===== config.mk =====
export PLATFORM = sky130hd
export DESIGN_NAME = reset_seq
export DESIGN_NICKNAME = d
export VERILOG_FILES = /design/src/rtl/reset_seq_pkg.sv /design/src/rtl/sync2.sv /design/src/rtl/reset_seq.sv
export SDC_FILE = /design/constraint.sdc
export NUM_CORES = 1
export LEC_CHECK = 0
export ABC_AREA = 0
export CAP_MARGIN = 20
export CORE_MARGIN = 1
export CORE_UTILIZATION = 55
export DETAILED_ROUTE_END_ITERATION = 16
export MAX_ROUTING_LAYER = met4
export PLACE_DENSITY = 0.84
export SYNTH_ARGS = -nofsm -noshare
export SYNTH_HDL_FRONTEND = slang
export SYNTH_SLANG_ARGS = --single-unit

===== constraint.sdc =====
create_clock -name clk25 -period 2.5 [get_ports clk25]
set_clock_uncertainty 0.05 [all_clocks]
set_input_delay 0.5 -clock clk25 [delete_from_list [all_inputs] [get_ports clk25]]
set_output_delay 0.5 -clock clk25 [all_outputs]
set_load 0.02 [all_outputs]

===== src/rtl/reset_seq_pkg.sv =====
// Shared encodings for the reset sequencer. The cause codes also feed the CPU
// status-register decode.
package reset_seq_pkg;

  localparam logic [1:0] ST_ASSERT  = 2'd0;  // all channels held, waiting for stable lock
  localparam logic [1:0] ST_HOLD    = 2'd1;  // lock stable, fixed hold before first release
  localparam logic [1:0] ST_RELEASE = 2'd2;  // channels dropping one by one
  localparam logic [1:0] ST_RUN     = 2'd3;  // everything released

  typedef enum logic [1:0] {
    CAUSE_POR       = 2'd0,
    CAUSE_LOCK_LOSS = 2'd1,
    CAUSE_EXT       = 2'd2,
    CAUSE_SW        = 2'd3
  } cause_e;

  function automatic int max3(input int a, input int b, input int c);
    int m;
    m = (a > b) ? a : b;
    return (m > c) ? m : c;
  endfunction

endpackage


===== src/rtl/sync2.sv =====
// Two-flop synchroniser for a single asynchronous input; the reset/power-up
// value is a parameter so the same block serves lock, uart_rx and ps2 pins.
module sync2 #(
  parameter logic RESET_VAL = 1'b0
) (
  input  logic clk_i,
  input  logic rst_i,
  input  logic d_i,
  output logic q_o
);

  logic meta_q = RESET_VAL;
  logic sync_q = RESET_VAL;

  always_ff @(posedge clk_i) begin
    if (rst_i) begin
      meta_q <= RESET_VAL;
      sync_q <= RESET_VAL;
    end else begin
      meta_q <= d_i;
      sync_q <= meta_q;
    end
  end

  assign q_o = sync_q;

endmodule


===== src/rtl/reset_seq.sv =====
// Power-on/reset sequencer: holds N_CH resets until PLL lock is stable, then
// releases them in order; re-arms on lock loss, rst or a software request.
module reset_seq
  import reset_seq_pkg::*;
#(
  parameter int N_CH        = 3,
  parameter int LOCK_FILTER = 8,
  parameter int HOLD_CYCLES = 16,
  parameter int STAGGER     = 4
) (
  input  logic            clk25,
  input  logic            rst,
  input  logic            pll_lock,
  input  logic            sw_req,
  output logic [N_CH-1:0] rst_out,
  output logic            ready,
  output logic [1:0]      cause
);

  localparam int CW = $clog2(max3(LOCK_FILTER, HOLD_CYCLES, STAGGER) + 1);
  localparam int IW = (N_CH > 1) ? $clog2(N_CH) : 1;

  localparam logic [CW-1:0] LOCK_MAX  = CW'(LOCK_FILTER);
  localparam logic [CW-1:0] HOLD_LAST = CW'(HOLD_CYCLES - 1);
  localparam logic [CW-1:0] STAG_LAST = CW'(STAGGER - 1);
  localparam logic [IW-1:0] IDX_LAST  = IW'(N_CH - 1);

  logic lock_s;

  logic [1:0]      state_q = ST_ASSERT;
  logic [1:0]      state_d;
  logic [CW-1:0]   lock_cnt_q = '0;
  logic [CW-1:0]   lock_cnt_d;
  logic [CW-1:0]   cnt_q = '0;
  logic [CW-1:0]   cnt_d;
  logic [IW-1:0]   idx_q = '0;
  logic [IW-1:0]   idx_d;
  logic [N_CH-1:0] rst_out_q = '1;
  logic [N_CH-1:0] rst_out_d;
  logic            ready_q = 1'b0;
  logic            ready_d;
  cause_e          cause_q = CAUSE_POR;
  cause_e          cause_d;

  logic   lock_lost;
  logic   sw_abort;
  cause_e abort_cause;

  sync2 #(.RESET_VAL(1'b0)) u_lock_sync (
    .clk_i (clk25),
    .rst_i (rst),
    .d_i   (pll_lock),
    .q_o   (lock_s)
  );

  always_comb begin
    lock_cnt_d = lock_cnt_q;
    if (!lock_s) begin
      lock_cnt_d = '0;
    end else if (lock_cnt_q != LOCK_MAX) begin
      lock_cnt_d = lock_cnt_q + 1'b1;
    end
  end

  // Lock loss outranks a software request arriving on the same edge.
  always_comb begin
    lock_lost   = (state_q != ST_ASSERT) && !lock_s;
    sw_abort    = ((state_q == ST_RELEASE) || (state_q == ST_RUN)) && sw_req;
    abort_cause = lock_lost ? CAUSE_LOCK_LOSS : CAUSE_SW;
  end

  always_comb begin
    state_d   = state_q;
    cnt_d     = cnt_q;
    idx_d     = idx_q;
    rst_out_d = rst_out_q;
    ready_d   = ready_q;
    cause_d   = cause_q;

    if (lock_lost || sw_abort) begin
      state_d   = ST_ASSERT;
      cnt_d     = '0;
      idx_d     = '0;
      rst_out_d = '1;
      ready_d   = 1'b0;
      cause_d   = abort_cause;
    end else begin
      case (state_q)
        ST_ASSERT: begin
          rst_out_d = '1;
          ready_d   = 1'b0;
          // Requiring lock_s as well keeps a chattering lock from slipping into HOLD.
          if ((lock_cnt_q == LOCK_MAX) && lock_s) begin
            state_d = ST_HOLD;
            cnt_d   = '0;
          end
        end
        ST_HOLD: begin
          if (cnt_q == HOLD_LAST) begin
            state_d   = ST_RELEASE;
            cnt_d     = '0;
            idx_d     = '0;
            rst_out_d = rst_out_q << 1;
            ready_d   = (N_CH == 1);
          end else begin
            cnt_d = cnt_q + 1'b1;
          end
        end
        ST_RELEASE: begin
          if (idx_q == IDX_LAST) begin
            state_d = ST_RUN;
            cnt_d   = '0;
          end else if (cnt_q == STAG_LAST) begin
            idx_d     = idx_q + 1'b1;
            cnt_d     = '0;
            rst_out_d = rst_out_q << 1;
            if ((idx_q + 1'b1) == IDX_LAST) begin
              state_d = ST_RUN;
              ready_d = 1'b1;
            end
          end else begin
            cnt_d = cnt_q + 1'b1;
          end
        end
        ST_RUN: begin
          ready_d = 1'b1;
        end
        default: begin
          state_d   = ST_ASSERT;
          cnt_d     = '0;
          idx_d     = '0;
          rst_out_d = '1;
          ready_d   = 1'b0;
        end
      endcase
    end
  end

  always_ff @(posedge clk25) begin
    if (rst) begin
      state_q    <= ST_ASSERT;
      lock_cnt_q <= '0;
      cnt_q      <= '0;
      idx_q      <= '0;
      rst_out_q  <= '1;
      ready_q    <= 1'b0;
      cause_q    <= CAUSE_EXT;
    end else begin
      state_q    <= state_d;
      lock_cnt_q <= lock_cnt_d;
      cnt_q      <= cnt_d;
      idx_q      <= idx_d;
      rst_out_q  <= rst_out_d;
      ready_q    <= ready_d;
      cause_q    <= cause_d;
    end
  end

  assign rst_out = rst_out_q;
  assign ready   = ready_q;
  assign cause   = cause_q;

endmodule


Word level (Yosys, flattened, before mapping)
Cells that the tools add are included.
{"block": "totals", "elab_cells": 71, "output_inout_bits": 6, "reg_bits": 22, "inputBits": 4}
{"block": "classes", "n_eq_ne": 16, "addsub": 3, "mux": 25, "n_bitwise": 1, "n_reduce_logical": 17}
{"operator": "$mux W5", "n": 4}
{"operator": "$mux W2", "n": 9}
{"operator": "$pmux W5 S3", "n": 1}
{"operator": "$reduce_and A4 Y1", "n": 3}
{"operator": "$add A5 B1 Y5 const B", "n": 2}
{"operator": "$eq A5 B4 Y1 const B", "n": 2}
{"operator": "$mux W3", "n": 3}
{"operator": "$pmux W3 S3", "n": 1}
{"operator": "$eq A2 B2 Y1 const B", "n": 4}
{"operator": "$ne A2 B2 Y1 const B", "n": 3}
{"operator": "$ne A3 B1 Y1 const B", "n": 2}
{"operator": "$pmux W2 S3", "n": 1}
{"operator": "$eq A5 B2 Y1 const B", "n": 1}
{"operator": "$ne A5 B4 Y1 const B", "n": 1}
{"operator": "$reduce_and A5 Y1", "n": 1}
{"operator": "$mux W1", "n": 4}
{"operator": "$ne A2 B1 Y1 const B", "n": 2}
{"operator": "$pmux W1 S4", "n": 1}
{"operator": "$pmux W2 S2", "n": 1}
{"operator": "$reduce_bool A2 Y1", "n": 2}
{"operator": "$reduce_or A2 Y1", "n": 2}
{"operator": "$logic_and A1 B1 Y1", "n": 3}
{"operator": "$reduce_bool A3 Y1", "n": 1}
{"operator": "$add A2 B1 Y2 const B", "n": 1}
{"operator": "other kinds (6)", "n": 7}

Longest topological paths before layout
Gate-level depths: netlist (run 1).
{"block": "depth", "word_depth": 6, "ltp_mapped": 8, "mapped_depth_nobuf": 8}

Cells and area by module
From an unflattened synthesis (run 1), not the netlist that was laid out.
{"block": "hier_totals", "cells_unflattened": 138, "hier_area_um2": 1219.9}
{"module": "reset_seq", "n_inst": 1, "seq_area_each_um2": 400.4, "area_per_inst_um2": 1167.4, "cells_each": 134}
{"module": "sync2", "n_inst": 1, "seq_area_each_um2": 40.0, "area_per_inst_um2": 52.6, "cells_each": 4}

Least setup slack after synthesis (run 1)
Ideal clock, no wire load.
{"block": "synth_timing", "kind": "reg2reg", "from": "register state_q[0]", "to": "register cnt_q[4]", "stages_incl_launch_ff": 8, "synth_period_minus_slack_ps": 1824, "setup_time_ps": 88, "t_required_ps": 2362, "slack_ps": 676, "n_path_buf": 2, "t_arrival_ps": 1686, "path_cell_list": "dfxtp_1 -> inv_1 -> ha_1 -> buf_6 -> o21a_1 -> or3_1 -> buf_2 -> o32ai_2"}
{"block": "synth_via", "elab_chain_cells": 5, "word_cells_on_any_way": 14, "classes_between": "eq/ne (4); mux (1); reduce/logical (9)"}
{"item": "start, declared", "line_no": "reset_seq.sv:30", "text": "logic [1:0] state_q = ST_ASSERT;"}
{"item": "start signal, assigned", "line_no": "reset_seq.sv:149", "text": "state_q <= state_d;"}
{"item": "$eq A2 B2 Y1 (on tied branches)", "line_no": "reset_seq.sv:68, reset_seq.sv:88"}
{"item": "$logic_or A1 B1 Y1", "line_no": "reset_seq.sv:68", "text": "sw_abort = ((state_q == ST_RELEASE) || (state_q == ST_RUN)) && sw_req;"}
{"item": "$logic_and A1 B1 Y1", "line_no": "reset_seq.sv:68"}
{"item": "$logic_or A1 B1 Y1", "line_no": "reset_seq.sv:80", "text": "if (lock_lost || sw_abort) begin"}
{"item": "$reduce_or A2 Y1 (no source line)"}
{"item": "end signal, assigned", "line_no": "reset_seq.sv:151", "text": "cnt_q <= cnt_d;"}
{"item": "end, declared", "line_no": "reset_seq.sv:34", "text": "logic [CW-1:0] cnt_q = '0;"}
Several ways; a longest one is shown, not always the timed one.
A chain may end at the register's enable or synchronous reset.

Worst setup path after layout (run 1)
Ends and elaborated chain as after synthesis.

==> results of run 1 <==
metal layers:
layer / part of all wire (%) / wire length [µm] / vias up
li1: - / - / 498
met1: 50 / 1120 / 436
met2: 44 / 988 / 20
met3: 4.3 / 96 / 4
met4: 1.4 / 31 / 0
met5: 0 / 0 / -
stage by stage:
| stage | power (W) | instances | util (%) | hold WS (ps) | setup slack [ps] |
|---|---|---|---|---|---|
| 2_1_floorplan | 0.000480 | 134 | - | 364 | 676 |
| 3_3_place_gp | 0.000523 | 169 | 65.8 | 374 | 511 |
| 5_1_grt | 0.000832 | 173 | 68.4 | 424 | 266 |
| 3_5_place_dp | 0.000526 | 169 | 65.8 | 379 | 470 |
| 6_report | 0.000795 | 173 | 68.4 | 404 | 435 |
| 4_1_cts | 0.000800 | 173 | 68.4 | 407 | 441 |
cell usage after synthesis (all sizes together), types with 2 or more instances:
| master | n |
|---|---|
| o31ai | 2 |
| nand3 | 11 |
| nand4b | 2 |
| o21ai | 7 |
| nor2b | 4 |
| xor2 | 2 |
| o21a | 2 |
| xnor2 | 2 |
| nor2 | 9 |
| a21oi | 7 |
| dfxtp | 22 |
| nor4 | 2 |
| inv | 10 |
| nand2 | 8 |
| a211oi | 2 |
| ha | 12 |
| nand3b | 2 |
| mux2i | 2 |
| nand2b | 4 |
| a21o | 2 |
| a31oi | 2 |
| buf | 3 |
| nor3 | 3 |
cell families (layout without fill, tap and decap cells):
logic type,Yosys count,count (layout),share of synthesized area (%)
adders and majority gates,12,12,12.4
and+or+nand+nor,52,52,24.8
buffers and inverters,13,25,4.85
DFF,22,22,36.3
AOI/OAI and AO/OA,29,29,17.1
muxes,2,2,1.65
xor gates and xnor gates,4,4,2.89
flip-flops by register name, summed over array words and instances (netlist names):
register / flops
lock_cnt_q: 5
u_lock_sync.meta_q: 1
state_q: 2
idx_q: 2
ready: 1
cause: 2
cnt_q: 5
rst_out: 3
u_lock_sync.q_o: 1
worst max path at each step:
| stage | end | slack (ps) | start | depth (start not counted) |
|---|---|---|---|---|
| 2_1_floorplan | cnt_q[4] | 680 | state_q[0] | 7 |
| 3_3_place_gp | cnt_q[4] | 510 | rst | 3 |
| 3_5_place_dp | cnt_q[4] | 470 | state_q[0] | 5 |
| 4_1_cts | cnt_q[4] | 440 | state_q[0] | 5 |
| 5_1_grt | state_q[0] | 270 | cnt_q[0] | 8 |
| 6_report | cnt_q[4] | 440 | state_q[0] | 5 |
report_power, final:
| part | total (W) | internal (W) | switching (W) |
|---|---|---|---|
| combinational | 0.000145 | 0.0000561 | 0.0000884 |
| sequential | 0.000377 | 0.000366 | 0.0000112 |
| clock | 0.000273 | 0.000162 | 0.000111 |
| total | 0.000795 | 0.000584 | 0.000211 |
worst reg2reg max path, delay by kind of cell (launching register included):
kind                     cells  cell delay (ps)
adder cells (fa/ha/maj)      1              330
flip-flops                   1              420
AO/OA/AOI/OAI                2              560
buffers and inverters        1              100
AND/OR/NAND/NOR              1              530
final cells by class:
cell class | instances | area (µm²)
Clock buffer | 3 | 22.5
Clock inverter | 1 | 30.0
Fill cell | 163 | 639
Inverter | 10 | 37.5
Multi-Input combinational cell | 99 | 713
Sequential cell | 22 | 440
Tap cell | 27 | 33.8
Timing Repair Buffer | 11 | 105
layout by cell type (no fill, tap or decap), drive strengths merged, types with 3 or more instances in the layout:
cell type,n
clkbuf,3
nand3,11
nor3,3
ha,12
inv,10
nand2b,4
nor2,9
nand2,8
nor2b,4
clkdlybuf4s50,9
a21oi,7
o21ai,7
dfxtp,22
==> results.md, run 1 <==
* Status: completed
* Synth top area share at 36.3%
* GR peak layer: met2
* Layout area overhead at 14.0%
* Crit-path max cell delay at approximately 530 ps
* Highest clock rate at roughly 480 MHz
* Post-CTS setup buffer count at 0
* IO Port Bufs at 9
* Hold_sp: u_lock_sync.meta_q
* Reg2Reg Capture Point: cnt_q[4]
* Crit path required time at approximately 2700 ps
* Ys flop type: dfxtp_1
* Period utilization at between 80% and 90%
* Worst Hold Depth at 1
* Core area at ~2000 µm²
* Worst-path clk slew at about 130 ps
* Area contributors post-synth: dfxtp_1 36%, ha_1 12%, nand3_1 4.5%
* Setup TNS at 0 ps
* Post-route DRC at 0
* Area post-placement at roughly 1300 µm²
* Met2 track demand over resource at between 30% and 40%
* I/O Pins at 10
* Yosys warns at 0
* DIE WIDTH at 49.0 µm
* EDFF count, synth at 0
* Via density at roughly 5.5
* Setup violators final at 0
* Die Area at ~2400 µm²
* Met1 track demand over resource at 26.4%
* Post-Syn Instances at 134
* Slowest-stage cell, CP: or3_1
* Reg2reg setup slack at 440 ps
* Max-Cap Viols at 0
* Min-delay worst type: reg -> reg
* Ant diodes at 0
* Seq/Total Area, Yosys at roughly 36%
* ANT nets after route at 0
* CP max FO at 9
* Post-layout min period at about 2100 ps
* Final slew viol count at 0
* Die Height at slightly below 50 µm
* CP Capture Type: flop
* GP Congestion at just over 0.8
* Peak VDD IR at approximately 0.00043 V
* Aggregate global-route resource usage at approximately 22%
* Routed WL per cell at around 13 µm
* Crit path kind: reg -> reg
* Clock sinks at 22
* Flops & latches, synth at 22
* GRT overflow at 0
* Synth area leader: dfxtp_1
* Initial antenna violation count at 0
* CTS tree: built
* CP Cell Sequence: inv_1, ha_1, o21a_1, or3_1, o32ai_2
* Largest net degree at the start of global routing at 14
* Vias at about 960
* CTS resizes at 0
* Rows at 16
* Worst-Margin Slew at between 400 and 500 ps
* Longest Clk Path Bufs at 2
* Share of layout cells above drive strength 1 at 9.59%
* First DRT Iteration DRCs at 15
* Nets at roughly 160
* Drt first pass iters at 4
* Worst-Skew Late Latency at around 320 ps
* Ys async rst share at 0%
* RSZ-0062 raised after global routing: no
* Cts hold-fix bufs at 0
* Yosys cell types at 41
* CP Buf/Inv Count at 1
* Synth Area per Inst at 9.05 µm²
* Hold Violations, Final at 0
* Htree depth at 1
* Final instance area at about 1400 µm²
* Worst endpoint data arrival time at 2260 ps
* Synthesized area at about 1200 µm²
* CP delay by family, top: compound AO/OA/AOI/OAI gates
* FF-to-FF Start: state_q[0]
* Vias in the first global route at between 900 and 1000
* Initial Util at between 50% and 60%
* Root Driver: clkbuf_4
* Post-Synthesis Net Count at 150
* Hpwl dp at 1660 µm
* Power Density at between 500 and 600 nW/µm²
* Worst Setup Start Kind: flop
* CTS Buf Count at 3
* Met3 usage at under 10%
* Standby leakage power at 0.519 nW
* First-pass GRT wire length at approximately 4000 µm
* Worst reg2reg path depth at 5
* Slew headroom at about 71%
* Worst Hold End: u_lock_sync.q_o
* Drt total wl at 2230 µm
Power figures use the tool's default switching activity.
==> run 2: changes to the inputs <==
==> constraint.sdc (replaced) <==
create_clock -name clk25 -period 2 [get_ports clk25]
set_clock_uncertainty 0.05 [all_clocks]
set_input_delay 0.4 -clock clk25 [delete_from_list [all_inputs] [get_ports clk25]]
set_output_delay 0.4 -clock clk25 [all_outputs]
set_load 0.02 [all_outputs]
==> results.md, run 2 (synthesis results as in run 1) <==
* Status: completed
* Root Driver: clkbuf_4
* DIE WIDTH at 49.0 µm (unchanged)
* Largest net degree at the start of global routing at 14 (unchanged)
* Clock sinks at 22 (unchanged)
* Post-route DRC at 0 (unchanged)
* Gate power share at 20.6% (+2.4 points)
* CP max FO at 5 (-4)
* Net Switching at 0.000280 W (+33%)
* Highest clock rate at 549 MHz (+13%)
* Post-layout util at 71.0% (+2.6 points)
* Clock power frac at 33.5% (-0.9 points)
* Die Area at 2400 µm² (unchanged)
* Aggregate global-route resource usage at 24.4% (+2.0 points)
* ANT nets after route at 0 (unchanged)
* Crit path kind: reg -> reg
* Drt total wl at 2490 µm (+12%)
* Post-layout min period at 1820 ps (-242 ps)
* CTS Buf Count at 3 (unchanged)
* Initial antenna violation count at 0 (unchanged)
* Hpwl dp at 1830 µm (+9.9%)
* Hold Violations, Final at 0 (unchanged)
* Most frequent cells in the layout: 21 x dfxtp_1, 11 x nand3_1, 11 x ha_1, 10 x inv_1
* GP Congestion at 0.846 (+4.4%)
* Cell Int Power at 0.000747 W (+28%)
* Drt first pass iters at 4 (unchanged)
* Routed WL per cell at 14.2 µm (+9.7%)
* Min-delay worst type: reg -> reg
* Period utilization at 91.1% (+8.5 points)
* Slew headroom at 70.0% (-1.1 points)
* CP Capture Type: flop
* Worst-Margin Slew at 449 ps (+17.4 ps)
* Core area at 2020 µm² (unchanged)
* Worst endpoint data arrival time at 1990 ps (-270 ps)
* Worst Setup Start Kind: flop
* Crit path required time at 2170 ps (-530 ps)
* Vias in the first global route at 1065 (+16%)
* Rows at 16 (unchanged)
* Initial Util at 60.0% (unchanged)
* Setup TNS at 0 ps (unchanged)
* Layout area overhead at 18.4%
* Max-Cap Viols at 0 (unchanged)
* Standby leakage power at 0.536 nW (+3.2%)
* Switch share at 27.2% (+0.71 points)
* Power Density at 715 nW/µm² (+24%)
* Fill cells at 150 (-8.0%)
* Worst-Skew Late Latency at 320 ps (about the same)
* Die Height at 49.0 µm (unchanged)
* First-pass GRT wire length at 4410 µm (+11%)
* Total power at 0.00103 W (+29%)
* Vias at 1006 (+5.0%)
* Cts hold-fix bufs at 0 (unchanged)
* Htree depth at 1 (unchanged)
* Longest Clk Path Bufs at 2 (unchanged)
* Share of power burned in registers at 45.9% (-1.5 points)
* First DRT Iteration DRCs at 26 (+11)
* GRT overflow at 0 (unchanged)
* Setup violators final at 0 (unchanged)
* Post-CTS setup buffer count at 0 (unchanged)
* IO Port Bufs at 9 (unchanged)
* Final slew viol count at 0 (unchanged)
* Nets at 166 (+1.8%)
* Most common cell after layout, fill and taps aside: dfxtp_1
* Layout Cells excl Fill at 176 (+1.7%)
* Ant diodes at 0 (unchanged)
* Via density at 5.72 (+3.2%)
* Share of layout cells above drive strength 1 at 16.1% (+6.5 points)
* Placed insts at 172 (+1.8%)
* I/O Pins at 10 (unchanged)
* Worst-path clk slew at 120 ps (about the same)
* Peak VDD IR at 0.000688 V (+60%)
* CTS tree: built
## run 2: what timing repair did
action                                  in CTS  in global routing
pin swaps                                    0                  0
endpoints found under the setup margin       2                 12
resized for setup                            1                  7
## run 2: power by group through the flow
stage                     Sequential (W)  Combinational [W]  Clock (W)
after floorplan                 0.000494           0.000106          0
after global placement          0.000480           0.000186          0
after detailed placement        0.000480           0.000192          0
after CTS                       0.000471           0.000195   0.000350
after global routing            0.000474           0.000229   0.000373
final                           0.000471           0.000211   0.000344
## run 2: through the flow
stage / area [µm²] / worst slack (ps) / hold slack [ps]
6_report: 1440 / 177 / 408
5_1_grt: 1440 / -0.803 / 428
4_1_cts: 1410 / -7.07 / 412
3_5_place_dp: 1350 / 12.5 / 388
3_3_place_gp: 1350 / 108 / 377
2_1_floorplan: 1210 / 176 / 364
## run 2: area by class of cell
type | instances | area, µm² | area share [%]
clock buffer | 3 | 22.5 | 1.57
clock inverter | 1 | 30.0 | 2.09
inverter | 10 | 37.5 | 2.62
multi-input combinational | 99 | 742 | 51.7
sequential | 22 | 442 | 30.8
tap | 27 | 33.8 | 2.35
timing repair buffer | 14 | 128 | 8.89
## run 2: worst max-delay path, stage by stage, from the launching register on
cell	delay, ps
dfxtp_1	390
ha_2	220
or4b_4	500
o21a_4	230
nor4_1	230
o21ai_1	90
## run 2: final timing paths
check | start | depth (start not counted) | slack, ps | to
worst max register to register | cnt_q[1] | 5 | 180 | rst_out[2]
worst max-delay path | cnt_q[1] | 5 | 180 | rst_out[2]
worst min register to register | u_lock_sync.meta_q | 1 | 410 | u_lock_sync.q_o
worst min-delay path | u_lock_sync.meta_q | 1 | 410 | u_lock_sync.q_o
## run 2: layer usage
layer  track usage (%)  up-vias  part of all wire, %
li1                  -      508                    -
met1              28.4      472                   47
met2              40.0       21                   48
met3              5.30        5                  3.1
met4              11.3        0                  1.8
met5                 -        -                    0
==> run 3: changes to the inputs <==
--- a/config.mk
+++ b/config.mk
@@ -5,7 +5,6 @@
 export SDC_FILE = /design/constraint.sdc
 export NUM_CORES = 1
 export LEC_CHECK = 0
-export ABC_AREA = 0
 export CAP_MARGIN = 20
 export CORE_MARGIN = 1
 export CORE_UTILIZATION = 55
==> results of run 3 <==
Final layout, timing and power as in run 2 (identical DEF).
